<file path="src/rtl/ctrl_sequencer.sv">
// Fetch/decode/execute sequencer for the accumulator computer, with MRDY wait states and bus watchdog.
// Build option: define SEQ_ILLEGAL_TRAP_EN to halt and flag ILLEGAL on undefined opcodes.
//
// state    | meaning
// ---------+-----------------------------------------------------------
// S_RST    | outputs idle; one extra cycle after AR_N release
// S_FETCH  | PC on address bus, read opcode; IRL/PCI on MRDY
// S_DECODE | branch on sampled IOP/ZF/NF, latch execute kind
// S_EXEC   | memory access or PC load via IR address field
// S_HALT   | stopped until AR_N; HALTED=1
module ctrl_sequencer #(
  parameter int OPW = 8,
  parameter int TMO = 16
) (
  input  logic           CLK,
  input  logic           AR_N,
  input  logic [OPW-1:0] IOP,
  input  logic           ZF,
  input  logic           NF,
  input  logic           MRDY,
  output logic           IRL,
  output logic           IRA,
  output logic           PCA,
  output logic           PCI,
  output logic           PCL,
  output logic           MRD,
  output logic           MWR,
  output logic           ACL,
  output logic           ACE,
  output logic [1:0]     ALUOP,
  output logic           HALTED,
  output logic           BUSERR,
  output logic           ILLEGAL
);

  typedef enum logic [2:0] {S_RST, S_FETCH, S_DECODE, S_EXEC, S_HALT} state_t;
  typedef enum logic [2:0] {K_LDA, K_ADD, K_SUB, K_AND, K_STA, K_JMP} kind_t;

  localparam logic [OPW-1:0] OP_NOP = OPW'(8'h00);
  localparam logic [OPW-1:0] OP_LDA = OPW'(8'h01);
  localparam logic [OPW-1:0] OP_STA = OPW'(8'h02);
  localparam logic [OPW-1:0] OP_ADD = OPW'(8'h03);
  localparam logic [OPW-1:0] OP_SUB = OPW'(8'h04);
  localparam logic [OPW-1:0] OP_AND = OPW'(8'h05);
  localparam logic [OPW-1:0] OP_JMP = OPW'(8'h06);
  localparam logic [OPW-1:0] OP_JZ  = OPW'(8'h07);
  localparam logic [OPW-1:0] OP_JN  = OPW'(8'h08);
  localparam logic [OPW-1:0] OP_HLT = OPW'(8'hFF);

  localparam int CW = (TMO > 1) ? $clog2(TMO + 1) : 1;
  localparam logic [CW-1:0] TMO_LD = CW'(TMO);

  state_t        state;
  kind_t         kind;
  kind_t         dec_kind;
  logic          rst_seen;
  logic [CW-1:0] wait_left;
  logic          go_exec, go_halt, undef;
  logic          mem_op, waiting, timeout;

  always_comb begin
    go_exec  = 1'b0;
    go_halt  = 1'b0;
    undef    = 1'b0;
    dec_kind = K_LDA;
    case (IOP)
      OP_NOP: ;
      OP_LDA: begin go_exec = 1'b1; dec_kind = K_LDA; end
      OP_ADD: begin go_exec = 1'b1; dec_kind = K_ADD; end
      OP_SUB: begin go_exec = 1'b1; dec_kind = K_SUB; end
      OP_AND: begin go_exec = 1'b1; dec_kind = K_AND; end
      OP_STA: begin go_exec = 1'b1; dec_kind = K_STA; end
      OP_JMP: begin go_exec = 1'b1; dec_kind = K_JMP; end
      OP_JZ:  begin go_exec = ZF;   dec_kind = K_JMP; end
      OP_JN:  begin go_exec = NF;   dec_kind = K_JMP; end
      OP_HLT: go_halt = 1'b1;
      default: undef = 1'b1;
    endcase
  end

  // Watchdog is a down-counter reloaded on any progress; terminal count 1 means TMO waits seen.
  assign mem_op  = (kind != K_JMP);
  assign waiting = !MRDY && ((state == S_FETCH) || ((state == S_EXEC) && mem_op));
  assign timeout = (TMO != 0) && waiting && (wait_left == CW'(1));

`ifdef SEQ_ILLEGAL_TRAP_EN
  logic illegal_q;
  assign ILLEGAL = illegal_q;
`else
  assign ILLEGAL = 1'b0;
`endif

  always_ff @(posedge CLK or negedge AR_N) begin
    if (!AR_N) begin
      state     <= S_RST;
      kind      <= K_LDA;
      rst_seen  <= 1'b0;
      wait_left <= TMO_LD;
      BUSERR    <= 1'b0;
`ifdef SEQ_ILLEGAL_TRAP_EN
      illegal_q <= 1'b0;
`endif
    end else begin
      wait_left <= TMO_LD;
      if ((TMO != 0) && waiting && !timeout)
        wait_left <= wait_left - CW'(1);
      case (state)
        S_RST: begin
          rst_seen <= 1'b1;
          if (rst_seen) state <= S_FETCH;
        end
        S_FETCH: begin
          if (timeout) begin
            state  <= S_HALT;
            BUSERR <= 1'b1;
          end else if (MRDY) begin
            state <= S_DECODE;
          end
        end
        S_DECODE: begin
          kind <= dec_kind;
          if (go_halt) begin
            state <= S_HALT;
          end else if (go_exec) begin
            state <= S_EXEC;
          end else if (undef) begin
`ifdef SEQ_ILLEGAL_TRAP_EN
            state     <= S_HALT;
            illegal_q <= 1'b1;
`else
            state <= S_FETCH;
`endif
          end else begin
            state <= S_FETCH;
          end
        end
        S_EXEC: begin
          if (timeout) begin
            state  <= S_HALT;
            BUSERR <= 1'b1;
          end else if (!mem_op || MRDY) begin
            state <= S_FETCH;
          end
        end
        S_HALT: ;
        default: state <= S_RST;
      endcase
    end
  end

  always_comb begin
    IRL   = 1'b0;
    IRA   = 1'b0;
    PCA   = 1'b0;
    PCI   = 1'b0;
    PCL   = 1'b0;
    MRD   = 1'b0;
    MWR   = 1'b0;
    ACL   = 1'b0;
    ACE   = 1'b0;
    ALUOP = 2'b00;
    case (state)
      S_FETCH: begin
        PCA = 1'b1;
        MRD = 1'b1;
        IRL = MRDY;
        PCI = MRDY;
      end
      S_EXEC: begin
        IRA = 1'b1;
        case (kind)
          K_JMP: PCL = 1'b1;
          K_STA: begin
            MWR = 1'b1;
            ACE = 1'b1;
          end
          default: begin
            MRD = 1'b1;
            ACL = MRDY;
            case (kind)
              K_ADD:   ALUOP = 2'b01;
              K_SUB:   ALUOP = 2'b10;
              K_AND:   ALUOP = 2'b11;
              default: ALUOP = 2'b00;
            endcase
          end
        endcase
      end
      default: ;
    endcase
  end

  assign HALTED = (state == S_HALT);

endmodule
</file>
<file path="config.mk">
export PLATFORM = sky130hd
export DESIGN_NAME = ctrl_sequencer
export DESIGN_NICKNAME = d
export VERILOG_FILES = /design/src/rtl/ctrl_sequencer.sv
export SDC_FILE = /design/constraint.sdc
export NUM_CORES = 1
export LEC_CHECK = 0
export ABC_AREA = 1
export BUFFER_PORTS_ARGS = -buffer_cell sky130_fd_sc_hd__clkbuf_2
export CAP_MARGIN = 20
export CORE_MARGIN = 2
export CORE_UTILIZATION = 53
export CTS_CLUSTER_DIAMETER = 40
export DETAILED_ROUTE_END_ITERATION = 12
export PLACE_DENSITY = 0.82
export SLEW_MARGIN = 25
export SYNTH_ARGS = -nofsm -noshare
export SYNTH_HDL_FRONTEND = slang
export SYNTH_SLANG_ARGS = --single-unit
</file>
<file path="constraint.sdc">
create_clock -name CLK -period 2.8 [get_ports CLK]
set_input_delay 0.28 -clock CLK [delete_from_list [all_inputs] [get_ports CLK]]
set_output_delay 0.28 -clock CLK [all_outputs]
set_load 0.005 [all_outputs]
</file>
==> impl_metrics.toml, run 1 <==
[outcome]
status = "completed"

[clock_tree]
clk_pin_slew_worst_paths_ns = 0.08
hold_buffers = 1
cts_resized = 0
cts_tree = "done"
cts_sinks = 13
htree_levels = 1
clock_latency_ns = 0.28
ctsRootBufferMaster = "clkbuf_4"
postCtsSetupRepairBufs = 0
cts_made_buffers = 3
cts.path.max_buffers = 2

[critical_path]
arrival_ns = 1.49
crit_path_max_incr_delay_ns = 0.41
end_kind = "output pin"
start_kind = "flop"
r2r_setup_slack_ns = 1.37
crit_chain = "nand2_2 > nor2_4 > inv_1 > nor4_1 > clkbuf_2"
crit_type = "reg -> out"
path_max_fanout = 6
cp.required_ns = 2.52
crit_family = "simple AND/OR/NAND/NOR gates"
worstReg2RegEnd = "kind[0]$_DFFE_PN0P_"
cp_num_buf_inv = 2
rr_startpoint = "state[2]$_DFFE_PN0P_"
r2r.worst_path.cells = 4
crit_slowest_cell = "dfrtp_1"

[power_and_ir_drop]
internal_power_mw = 0.2529
ir_worst_vdd_uv = 184.9
p_comb_frac = 0.080
swShare = 0.2428
power_leakage_nw = 0.5979
clkPwrFrac = 0.358
power_density_nw_per_um2 = 321.2
sequentialPowerShare = 0.562
switching_power_mw = 0.08109
totalPowerFinal_mw = 0.3340

[synth]
synth.avg_cell_area_sq_um = 6.882
ys_warn_count = 0
syn-num-nets = 143
syn-cell-area_sq_um = 880.8
yosysSeqAreaShare = 0.3707
ys_ff_latch = 13
synthCells = 128
yosysUniqueCellTypes = 24

[die]
die_w_um = 44.77
fp.coreArea_sq_um = 1524
die_h_um = 44.77
boundaryPins = 27
dieArea_sq_um = 2004
initial_core_util = 0.5780
fp-row-count = 14

[min_path]
hold_start = "MRDY"
hold_path.class = "in -> reg"
hold_path_depth = 3
hold_path_end = "wait_left[4]$_DFF_PN1_"

[sta]
rsz0062_at_grt = "no"
tns_ns = 0
setup_viol = 0
fin_skew_ns = 0.006918
fmax_ghz = 0.5634
final.min_clock_period_ns = 1.775
finalCritPeriodShare = 0.6339
hold_ws_ns = 0.2688
slew_viol_final = 0
slew_headroom = 0.6489
hold_violations = 0
setup_slack_ns = 1.025
worst_pin_slew_ns = 0.5227

[place]
gp_congestion = 0.8249
port_buffers = 25
placedCellCount = 166
post-place-ws_ns = 1.352
hpwl_mm = 1.499
place_area_sq_um = 1003

[layout]
nNetsFinal = 171
drive_above_1_share = 0.2452
final_cells = 171
synthToLayoutAreaGrowth_pct = 18.04
antenna_cells = 0
finish.utilization = 0.6823
postLayoutCellArea_sq_um = 1040

[detailed_routing]
viasPerCell = 5.094
drtIter0Drc = 27
wl_mm = 1.871
vias = 871
route.detailed.drc = 0
wl_per_cell_um = 10.94
drtAntennaViolNets = 0
drtPass1Iterations = 4

[flow_run]
cap_viol_max_count = 0

[global_route]
gr-total-overflow = 0
grt_pass1_wl_mm = 3.105
grt_pass1_vias = 793
track_usage = 0.2147
antenna_found_initial = 0
grt_max_degree = 14
cell usage in the layout, fill, tap and decap left out, types with 3 or more instances in the layout:
master,instances
clkbuf_2,25
inv_1,21
nor2_1,20
a21oi_1,5
dfrtp_1,12
clkbuf_4,3
nand4_1,3
nand2_1,31
nand3_1,9
nand2_2,4
sequential cells by signal, indices dropped and copies added, names as in the netlist:
name and flops:
wait_left 5, kind 3, state 3, BUSERR 1
rst_seen 1
synth_stat cells (all sizes together):
library cell	n	area, sq um
nor3	2	10.01
a21boi	1	7.510
o31ai	1	7.510
dfstp	1	26.28
o21ai	2	10.01
buf	3	22.52
or2	2	12.51
a2bb2oi	1	8.760
o211ai	1	7.510
ha	2	25.02
nand4	3	18.77
dfrtp	12	300.3
inv	22	82.58
nor4	1	6.260
nor2	21	86.33
xor2	2	17.52
nand3	9	45.04
a21oi	6	41.29
nand2	35	141.4
conb	1	3.750
routing by layer:
layer | GRT usage | part of all wire
met4 | 0.1091 | 0.016
met3 | 0.02400 | 0.036
met1 | 0.2680 | 0.43
met2 | 0.3652 | 0.52
met5 | 0 | 0
cell families after synthesis:
family,share of synthesized area
and+or+nand+nor,0.3636
buffers and inverters,0.1193
DFF,0.3707
AOI/OAI and AO/OA,0.09376
xor gates and xnor gates,0.01989
adders and majority gates,0.02840
other,0.004257
worst max path at each step:
stage | cells after the start | end | from
finish | 5 | MWR | state[0]$_DFFE_PN0P_
global route | 5 | ACE | state[1]$_DFFE_PN0P_
floorplan | 4 | MWR | state[2]$_DFFE_PN0P_
CTS | 5 | ACE | state[0]$_DFFE_PN0P_
global placement | 5 | MWR | state[0]$_DFFE_PN0P_
detailed placement | 5 | ACE | state[0]$_DFFE_PN0P_
power groups by stage:
stage	combinational [mW]	sequential, mW	clock (mW)
2_1_floorplan	0.00947	0.191	0
3_3_place_gp	0.0247	0.191	0
3_5_place_dp	0.0257	0.191	0
4_1_cts	0.0268	0.188	0.123
5_1_grt	0.0311	0.188	0.131
6_report	0.0267	0.188	0.120
worst reg2reg max path, stage by stage, from the launching register on:
cell	delay (ns)
dfrtp_1	0.44
nor3_1	0.49
nand3_1	0.17
a21oi_1	0.16
a2bb2oi_1	0.08
layout make-up:
type | count | area [sq um]
fillers | 139 | 484.2
multi-input cells | 90 | 449.2
flip-flops and latches | 13 | 326.6
repair buffers | 26 | 135.1
inverters | 22 | 82.58
clock buffers | 4 | 26.28
well taps | 16 | 20.02
(Power assumes the default switching activity.)
==> run 2, diff against run 1 <==
CORE_UTILIZATION = 49   (was 53)
PLACE_DENSITY = 0.77   (was 0.82)
clock period = 1.7 ns   (was 2.8 ns; I/O delays follow)
==> impl_metrics.toml, run 2 (synthesis gave the netlist of run 1 again) <==
[outcome]
status = "completed"

[critical_path]
crit_slowest_cell = "dfrtp_1"
crit_path_max_incr_delay_ns = 0.44
start_kind = "flop"
startpoint = "state[2]$_DFFE_PN0P_"
crit_type = "reg -> out"
arrival_ns = 1.38
crit_family = "flip-flops"
worstReg2RegEnd = "state[2]$_DFFE_PN0P_"
end_kind = "output pin"
path_max_fanout = 6
crit_chain = "nor2_4 > inv_1 > nor4_2 > clkbuf_2"
r2r_setup_slack_ns = 0.25
rr_startpoint = "state[2]$_DFFE_PN0P_"
r2r.worst_path.cells = 3
cp.required_ns = 1.53
cp_num_buf_inv = 2

[layout]
drive_above_1_share = 0.2516
synthToLayoutAreaGrowth_pct = 20.03
final_common_cell = "nand2_1"
top_regs = "wait_left (5), kind (3), state (3)"
final_cells = 180
largest_reg_flops = 5
regMostFlops = "wait_left"
fillerInstances = 158
finish.utilization = 0.6190
final_cell_mix = "nand2_1 (31), clkbuf_2 (25), inv_1 (21), nor2_1 (20), dfrtp_1 (12)"
antenna_cells = 0
nNetsFinal = 171

[place]
gp_congestion = 0.8829
placedCellCount = 175
hpwl_mm = 1.462
port_buffers = 25

[global_route]
track_usage = 0.2036
grt_pass1_vias = 722
grt_max_degree = 14
antenna_found_initial = 0
grt_pass1_wl_mm = 2.960
gr-total-overflow = 0

[power_and_ir_drop]
ir_worst_vdd_uv = 381.3
power_density_nw_per_um2 = 516.8
power_leakage_nw = 0.5980

[clock_tree]
clk_pin_slew_worst_paths_ns = 0.08
ctsRootBufferMaster = "clkbuf_4"
cts.path.max_buffers = 2
clock_latency_ns = 0.28
postCtsSetupRepairBufs = 0
cts_tree = "done"
htree_levels = 1
cts_sinks = 13
cts_made_buffers = 3

[sta]
tns_ns = 0
final.min_clock_period_ns = 1.552
setup_viol = 0
hold_violations = 0
fin_skew_ns = 0.006884
slew_headroom = 0.6629
slew_viol_final = 0
rsz0062_at_grt = "no"
finalCritPeriodShare = 0.9130
fmax_ghz = 0.6443
worst_pin_slew_ns = 0.5018

[detailed_routing]
route.detailed.drc = 0
drtAntennaViolNets = 0
viasPerCell = 4.833
drtPass1Iterations = 4
drtIter0Drc = 23
wl_per_cell_um = 10.28
vias = 870
wl_mm = 1.851

[die]
initial_core_util = 0.5158
fp-row-count = 15
boundaryPins = 27
dieArea_sq_um = 2153
die_w_um = 46.40
fp.coreArea_sq_um = 1708
die_h_um = 46.40

[flow_run]
cap_viol_max_count = 0

[min_path]
hold_path.class = "in -> reg"
hold_path_end = "wait_left[4]$_DFF_PN1_"
hold_path_depth = 3
hold_start = "MRDY"
-- run 2: cell counts in the layout (fill, tap and decap cells not counted) --
No cell type changed its count.
-- run 2: worst max path at each step --
stage / slack (ns) / end / cells past startpoint
after floorplan: 0.37 / MWR / 4
after global placement: 0.28 / kind[0]$_DFFE_PN0P_ / 4
after detailed placement: 0.28 / state[2]$_DFFE_PN0P_ / 3
after CTS: 0.04 / MWR / 4
after global routing: 0.08 / MWR / 4
final: 0.15 / MWR / 4
-- run 2: worst register-to-register path, stage by stage (launching register included) --
cell and delay (ns):
dfrtp_1 0.44, nor3_1 0.47, inv_1 0.20, o211ai_1 0.25
-- run 2: cell type report --
class,count,area [sq um],area share
well taps,25,31.28,0.02959
repair buffers,26,135.1,0.1278
flip-flops and latches,13,326.6,0.3089
multi-input cells,90,455.4,0.4308
inverters,22,82.58,0.07811
clock buffers,4,26.28,0.02485
-- run 2: per-stage QoR --
| stage | setup WS [ns] | cell area, sq um | power, mW | hold slack, ns |
|---|---|---|---|---|
| 4_1_cts | 0.04198 | 1051 | 0.5482 | 0.1350 |
| 5_1_grt | 0.07834 | 1057 | 0.5628 | 0.1557 |
| 2_1_floorplan | 0.3723 | 880.8 | 0.3308 | -0.1256 |
| 3_5_place_dp | 0.2769 | 1015 | 0.3570 | 0.08656 |
| 3_3_place_gp | 0.2790 | 1015 | 0.3558 | 0.08481 |
| 6_report | 0.1478 | 1057 | 0.5464 | 0.1380 |
-- run 2: where the power goes --
group / internal, mW / switching [mW]
sequential: 0.309 / 0
clock: 0.0912 / 0.102
combinational: 0.0165 / 0.0273
total: 0.417 / 0.130
-- run 2: repair_timing --
action,4_1_cts,5_1_grt
resized for setup,0,1
hold buffers,1,0
setup endpoints to repair,0,2
endpoints found under the hold margin,12,0
-- run 2: per-layer routing --
layer / vias to the layer above / share of wire / track usage
li1: 449 / - / -
met1: 387 / 0.49 / 0.2696
met2: 29 / 0.43 / 0.2917
met3: 5 / 0.051 / 0.05490
met4: 0 / 0.026 / 0.1257
met5: - / 0 / 0
